<file path="src/rtl/cordic_unload_pkg.sv">
// Shared types and helpers for the CORDIC result unloader.
package cordic_unload_pkg;

  typedef enum logic {ST_IDLE, ST_SEND} unload_state_e;

  function automatic int unsigned num_beats(input int unsigned dw, input int unsigned bw);
    return (dw + bw - 1) / bw;
  endfunction

endpackage

</file>
<file path="src/rtl/cordic_result_unloader_fifo.sv">
// Synchronous FIFO with wrap-bit pointers; read data is the head entry, combinational.
module sync_fifo #(
  parameter int unsigned WIDTH = 8,
  parameter int unsigned DEPTH = 8
) (
  input  logic             clk,
  input  logic             rst,
  input  logic             push,
  input  logic             pop,
  input  logic [WIDTH-1:0] wdata,
  output logic [WIDTH-1:0] rdata,
  output logic             full,
  output logic             empty
);

  localparam int unsigned AW = $clog2(DEPTH);

  logic [WIDTH-1:0] mem [DEPTH];
  logic [AW:0]      wr_ptr;
  logic [AW:0]      rd_ptr;
  logic             do_push;
  logic             do_pop;

  assign empty = (wr_ptr == rd_ptr);
  assign full  = (wr_ptr[AW] != rd_ptr[AW]) && (wr_ptr[AW-1:0] == rd_ptr[AW-1:0]);

  // A full FIFO still accepts a push when the head leaves in the same cycle.
  assign do_pop  = pop & ~empty;
  assign do_push = push & (~full | do_pop);
  assign rdata   = mem[rd_ptr[AW-1:0]];

  always_ff @(posedge clk) begin
    if (rst) begin
      wr_ptr <= '0;
      rd_ptr <= '0;
    end else begin
      if (do_push) wr_ptr <= wr_ptr + 1'b1;
      if (do_pop)  rd_ptr <= rd_ptr + 1'b1;
    end
  end

  always_ff @(posedge clk) begin
    if (do_push) mem[wr_ptr[AW-1:0]] <= wdata;
  end

endmodule

</file>
<file path="src/rtl/cordic_result_unloader.sv">
// Buffers CORDIC result words and serializes them LSB-first as valid/ready beats.
module cordic_result_unloader
  import cordic_unload_pkg::*;
#(
  parameter int unsigned DATA_WIDTH = 54,
  parameter int unsigned BEAT_WIDTH = 8,
  parameter int unsigned FIFO_DEPTH = 8,
  parameter int unsigned CNT_WIDTH  = 16
) (
  input  logic                  i_clk,
  input  logic                  i_rst,
  input  logic                  i_res_vld,
  input  logic [DATA_WIDTH-1:0] i_res_data,
  input  logic                  i_clr_ovf,
  output logic                  o_beat_vld,
  output logic [BEAT_WIDTH-1:0] o_beat_data,
  output logic                  o_beat_last,
  input  logic                  i_beat_rdy,
  output logic                  o_overflow,
  output logic [CNT_WIDTH-1:0]  o_drop_cnt,
  output logic [CNT_WIDTH-1:0]  o_word_cnt,
  output logic                  o_busy
);

  localparam int unsigned NB = num_beats(DATA_WIDTH, BEAT_WIDTH);
  localparam int unsigned SW = NB * BEAT_WIDTH;
  localparam int unsigned IW = (NB > 1) ? $clog2(NB) : 1;

  unload_state_e         state_q, state_d;
  logic [SW-1:0]         shift_q, shift_d;
  logic [IW-1:0]         idx_q, idx_d;
  logic                  word_done;
  logic                  fifo_pop;
  logic                  fifo_full;
  logic                  fifo_empty;
  logic [DATA_WIDTH-1:0] fifo_rdata;
  logic                  hs;
  logic                  is_last;
  logic                  drop;

  sync_fifo #(
    .WIDTH (DATA_WIDTH),
    .DEPTH (FIFO_DEPTH)
  ) u_fifo (
    .clk   (i_clk),
    .rst   (i_rst),
    .push  (i_res_vld),
    .pop   (fifo_pop),
    .wdata (i_res_data),
    .rdata (fifo_rdata),
    .full  (fifo_full),
    .empty (fifo_empty)
  );

  assign hs      = (state_q == ST_SEND) & i_beat_rdy;
  assign is_last = (idx_q == IW'(NB - 1));
  assign drop    = i_res_vld & fifo_full & ~fifo_pop;

  always_comb begin
    state_d   = state_q;
    shift_d   = shift_q;
    idx_d     = idx_q;
    fifo_pop  = 1'b0;
    word_done = 1'b0;
    unique case (state_q)
      ST_IDLE: begin
        if (!fifo_empty) begin
          fifo_pop = 1'b1;
          shift_d  = SW'(fifo_rdata);
          idx_d    = '0;
          state_d  = ST_SEND;
        end
      end
      ST_SEND: begin
        if (hs) begin
          if (is_last) begin
            word_done = 1'b1;
            // Reload straight from the head so consecutive words have no bubble.
            if (!fifo_empty) begin
              fifo_pop = 1'b1;
              shift_d  = SW'(fifo_rdata);
              idx_d    = '0;
            end else begin
              state_d = ST_IDLE;
            end
          end else begin
            shift_d = shift_q >> BEAT_WIDTH;
            idx_d   = idx_q + 1'b1;
          end
        end
      end
      default: state_d = ST_IDLE;
    endcase
  end

  always_ff @(posedge i_clk) begin
    if (i_rst) begin
      state_q <= ST_IDLE;
      shift_q <= '0;
      idx_q   <= '0;
    end else begin
      state_q <= state_d;
      shift_q <= shift_d;
      idx_q   <= idx_d;
    end
  end

  always_ff @(posedge i_clk) begin
    if (i_rst) begin
      o_overflow <= 1'b0;
      o_drop_cnt <= '0;
      o_word_cnt <= '0;
    end else begin
      if (i_clr_ovf) begin
        o_overflow <= 1'b0;
        o_drop_cnt <= '0;
      end else if (drop) begin
        o_overflow <= 1'b1;
        if (o_drop_cnt != '1) o_drop_cnt <= o_drop_cnt + 1'b1;
      end
      if (word_done) o_word_cnt <= o_word_cnt + 1'b1;
    end
  end

  assign o_beat_vld  = (state_q == ST_SEND);
  assign o_beat_data = shift_q[BEAT_WIDTH-1:0];
  assign o_beat_last = (state_q == ST_SEND) & is_last;
  assign o_busy      = ~fifo_empty | (state_q == ST_SEND);

endmodule

</file>
<file path="config.mk">
export PLATFORM = sky130hd
export DESIGN_NAME = cordic_result_unloader
export DESIGN_NICKNAME = d
export VERILOG_FILES = /design/src/rtl/cordic_unload_pkg.sv /design/src/rtl/cordic_result_unloader_fifo.sv /design/src/rtl/cordic_result_unloader.sv
export SDC_FILE = /design/constraint.sdc
export NUM_CORES = 1
export LEC_CHECK = 0
export ABC_AREA = 1
export CAP_MARGIN = 20
export CORE_MARGIN = 10
export CORE_UTILIZATION = 40
export CTS_CLUSTER_SIZE = 30
export DETAILED_ROUTE_END_ITERATION = 6
export PLACE_DENSITY_LB_ADDON = 0.05
export SYNTH_ARGS = -nofsm -noshare
export SYNTH_HDL_FRONTEND = slang
export SYNTH_SLANG_ARGS = --single-unit
</file>
<file path="constraint.sdc">
create_clock -name i_clk -period 7.65 [get_ports i_clk]
set_input_delay 1.53 -clock i_clk [delete_from_list [all_inputs] [get_ports i_clk]]
set_output_delay 1.53 -clock i_clk [all_outputs]
set_load 0.01 [all_outputs]
</file>
==> results.sh <==
export IMPL_hp_class="reg -> reg"
export IMPL_cp_end_kind="primary output"
export IMPL_power_static_leakage_nw=9.73
export IMPL_routed_via_count=15601
export IMPL_crit_arrival_ns=2.65
export IMPL_mostFrequentLayoutCells="819 x sky130_fd_sc_hd__nand2_1, 432 x sky130_fd_sc_hd__edfxtp_1, 219 x sky130_fd_sc_hd__nand3_1"
export IMPL_synth_async_sr_flop_share_pct=0
export IMPL_num_rows=87
export IMPL_layout_area_seq_sq_mm=0.0151
export IMPL_clock_path_buffers=3
export IMPL_grt_use_met1_pct=24.6
export IMPL_multi_input_area_sq_mm=0.00648
export IMPL_synth_fp_nets=2333
export IMPL_synth_ff_type="sky130_fd_sc_hd__edfxtp_1"
export IMPL_max_cap_viol_count=0
export IMPL_outcome="finished clean"
export IMPL_first_iter_violations=1308
export IMPL_totalNegativeSetupSlack_ns=0
export IMPL_gp_congestion=0.785
export IMPL_grt_overflow=0
export IMPL_drt_total_wl_um=60400
export IMPL_ys_types=36
export IMPL_cts_htree_levels=2
export IMPL_portBuffers=102
export IMPL_commonest_non_fill_non_tap_cell_in_the_layout="sky130_fd_sc_hd__nand2_1"
export IMPL_layout_drive_gt1_share_pct=6.66
export IMPL_avgViaCountPerCell=4.99
export IMPL_post_cts_repair_setup_buffers=0
export IMPL_io_pin_count=103
export IMPL_timing_slew_headroom_pct=25.0
export IMPL_timing_final_hold_violations=0
export IMPL_antenna_found_initial=1
export IMPL_synth_top_cell_area_share_pct=57.2
export IMPL_cts_resized=0
export IMPL_power_density_mw_per_mm2=313
export IMPL_core_region_area_sq_mm=0.0563
export IMPL_via_count_of_the_first_global_routing_pass=15278
export IMPL_skew_ns=0.0115
export IMPL_placement_cell_area_sq_mm=0.0242
export IMPL_timing_critical_path_required_ns=6.12
export IMPL_synth_yosys_warnings=0
export IMPL_timing_fmax_mhz=239
export IMPL_final_antenna_net_count=0
export IMPL_syn2layout_area_growth_pct=14.8
export IMPL_finalPower_mw=8.14
export IMPL_fp_dieH_um=258
export IMPL_clk_insertion_delay_late_ns=0.61
export IMPL_number_of_enable_flip_flop_cells_after_synthesis=432
export IMPL_finalHoldWorstSlack_ns=0.443
export IMPL_cts_hold_repair_buffers=0
export IMPL_syn_inst=2268
export IMPL_clkSlewWorstSetupHoldPaths_ns=0.06
export IMPL_hpwl_reported_at_the_end_of_detailed_placement_um=35100
export IMPL_remaining_drc_errors=0
export IMPL_grt_usage_pct=17.7
export IMPL_power_ir_vdd_worst_mv=0.184
export IMPL_layout_cell_area_non_filler_sq_mm=0.0260
export IMPL_timing_setup_critical_path_class="reg -> out"
export IMPL_clock_sink_count=536
export IMPL_worst_slew_pin_slew_ns=1.13
export IMPL_initial_cell_density_of_the_core_pct=40.3
export IMPL_detail_route_first_pass_iterations=5
export IMPL_cts_tree="built"
export IMPL_report_final_slew_viol_count=0
export IMPL_rsz0062_at_grt="no"
export IMPL_global_route_peak_usage_layer="met2"
export IMPL_synth_top_cells_by_area="sky130_fd_sc_hd__edfxtp_1 57%, sky130_fd_sc_hd__nand2_1 14%, sky130_fd_sc_hd__dfxtp_1 9.2%"
export IMPL_die_area_sq_mm=0.0666
export IMPL_post_route_min_period_ns=4.18
export IMPL_nets=2390
export IMPL_global_route_usage_met3_pct=2.58
export IMPL_route_detailed_wl_per_inst_um=19.3
export IMPL_num_antenna_cells=0
export IMPL_die_w_um=258
export IMPL_num_fill_cells=5371
export IMPL_path_max_fanout=23
export IMPL_number_of_clock_buffers_inserted_by_tritoncts=58
export IMPL_total_of_flip_flops_plus_latches_after_synthesis=536
export IMPL_synthesis_area_per_instance_sq_um=10.0
export IMPL_fin_crit_sh_pct=54.6
export IMPL_synthesis_area_sq_mm=0.0227
export IMPL_grt_max_degree=184
export IMPL_timing_final_setup_violations=0
export IMPL_clk_root_buffer_cell="sky130_fd_sc_hd__clkbuf_16"
export IMPL_yosysTopAreaCell="sky130_fd_sc_hd__edfxtp_1"
export IMPL_worstSetupStartpointType="register"
export IMPL_synth_yosys_seq_area_share_pct=66.4
export IMPL_grt_pass1_wl_um=92400
export IMPL_met2_usage_pct=28.8
==> synthesized netlist by cell type (5+ instances only) <==
master                     count
sky130_fd_sc_hd__nand2_1     819
sky130_fd_sc_hd__edfxtp_1    432
sky130_fd_sc_hd__nand3_1     219
sky130_fd_sc_hd__inv_1       128
sky130_fd_sc_hd__nor2_1      126
sky130_fd_sc_hd__o21ai_0     108
sky130_fd_sc_hd__dfxtp_1     104
sky130_fd_sc_hd__a21oi_1      87
sky130_fd_sc_hd__buf_2        48
sky130_fd_sc_hd__clkbuf_1     37
sky130_fd_sc_hd__buf_4        26
sky130_fd_sc_hd__a31oi_1      15
sky130_fd_sc_hd__nand4_1      14
sky130_fd_sc_hd__o21ai_1      14
sky130_fd_sc_hd__buf_1        11
sky130_fd_sc_hd__inv_2         9
sky130_fd_sc_hd__nor3_1        9
sky130_fd_sc_hd__nand2_2       8
sky130_fd_sc_hd__xor2_1        8
sky130_fd_sc_hd__buf_6         6
sky130_fd_sc_hd__ha_1          6
sky130_fd_sc_hd__o21a_1        6
sky130_fd_sc_hd__nor2_4        5
==> path summary, 6_finish.rpt <==
| kind | slack (ns) | to | depth (start not counted) | start |
|---|---|---|---|---|
| hold reg to reg | 0.44 | shift_q[54]$_SDFFE_PP0P_ | 2 | shift_q[54]$_SDFFE_PP0P_ |
| hold / removal | 0.44 | shift_q[54]$_SDFFE_PP0P_ | 2 | shift_q[54]$_SDFFE_PP0P_ |
| setup reg to reg | 4.12 | u_fifo.mem[2][53]$_DFFE_PP_ | 11 | idx_q[0]$_SDFFE_PP0P_ |
| setup / recovery | 3.47 | o_busy | 6 | u_fifo.wr_ptr[2]$_SDFFE_PP0P_ |
==> state kept, by name (all words and copies together) (netlist names), named ones only <==
register	count
u_fifo.wr_ptr	4
o_overflow	1
shift_q	56
o_beat_vld	1
idx_q	3
o_word_cnt	16
u_fifo.mem	432
o_drop_cnt	16
u_fifo.rd_ptr	4
==> per-layer routing <==
metal / vias to the layer above / wire [um] / share of wire (%)
li1: 7708 / - / -
met1: 7500 / 28300 / 47
met2: 315 / 28200 / 47
met3: 78 / 2770 / 4.6
met4: 0 / 1100 / 1.8
met5: - / 0 / 0
==> power breakdown <==
group	internal (mW)	switching, mW
clock network	1.53	1.16
registers	3.34	0.156
logic	0.566	1.39
total	5.44	2.70
==> worst max-delay path, stage by stage (launching register included) <==
cell	delay, ns
sky130_fd_sc_hd__dfxtp_1	0.49
sky130_fd_sc_hd__nand2_1	0.08
sky130_fd_sc_hd__nand2_1	0.11
sky130_fd_sc_hd__nand2_1	0.09
sky130_fd_sc_hd__nor2_4	0.60
sky130_fd_sc_hd__nand2_1	0.13
sky130_fd_sc_hd__clkdlybuf4s50_1	0.53
==> cell families after synthesis <==
family	after synthesis	share of synthesized area (%)
AO/OA/AOI/OAI	235	5.41
XOR/XNOR	9	0.381
buffers and inverters	266	5.31
adder cells (fa/ha/maj)	6	0.331
flip-flops	536	66.4
AND/OR/NAND/NOR	1216	22.2
==> stage by stage <==
stage               setup WS, ns  util [%]  cells
floorplan                   1.27         -   2268
global placement            2.97      43.0   3020
detailed placement          2.90      43.0   3021
CTS                         3.43      46.2   3129
global route                3.27      46.2   3129
finish                      3.47      46.2   3129
==> layout make-up <==
type                    count  share of cell area (%)
multi-input cells        1466                    24.9
well taps                 756                    3.63
clock buffers              78                    5.99
repair buffers            125                    4.64
inverters                 138                    2.01
clock inverters            30                   0.952
flip-flops and latches    536                    57.9
Power figures use the tool's default switching activity.
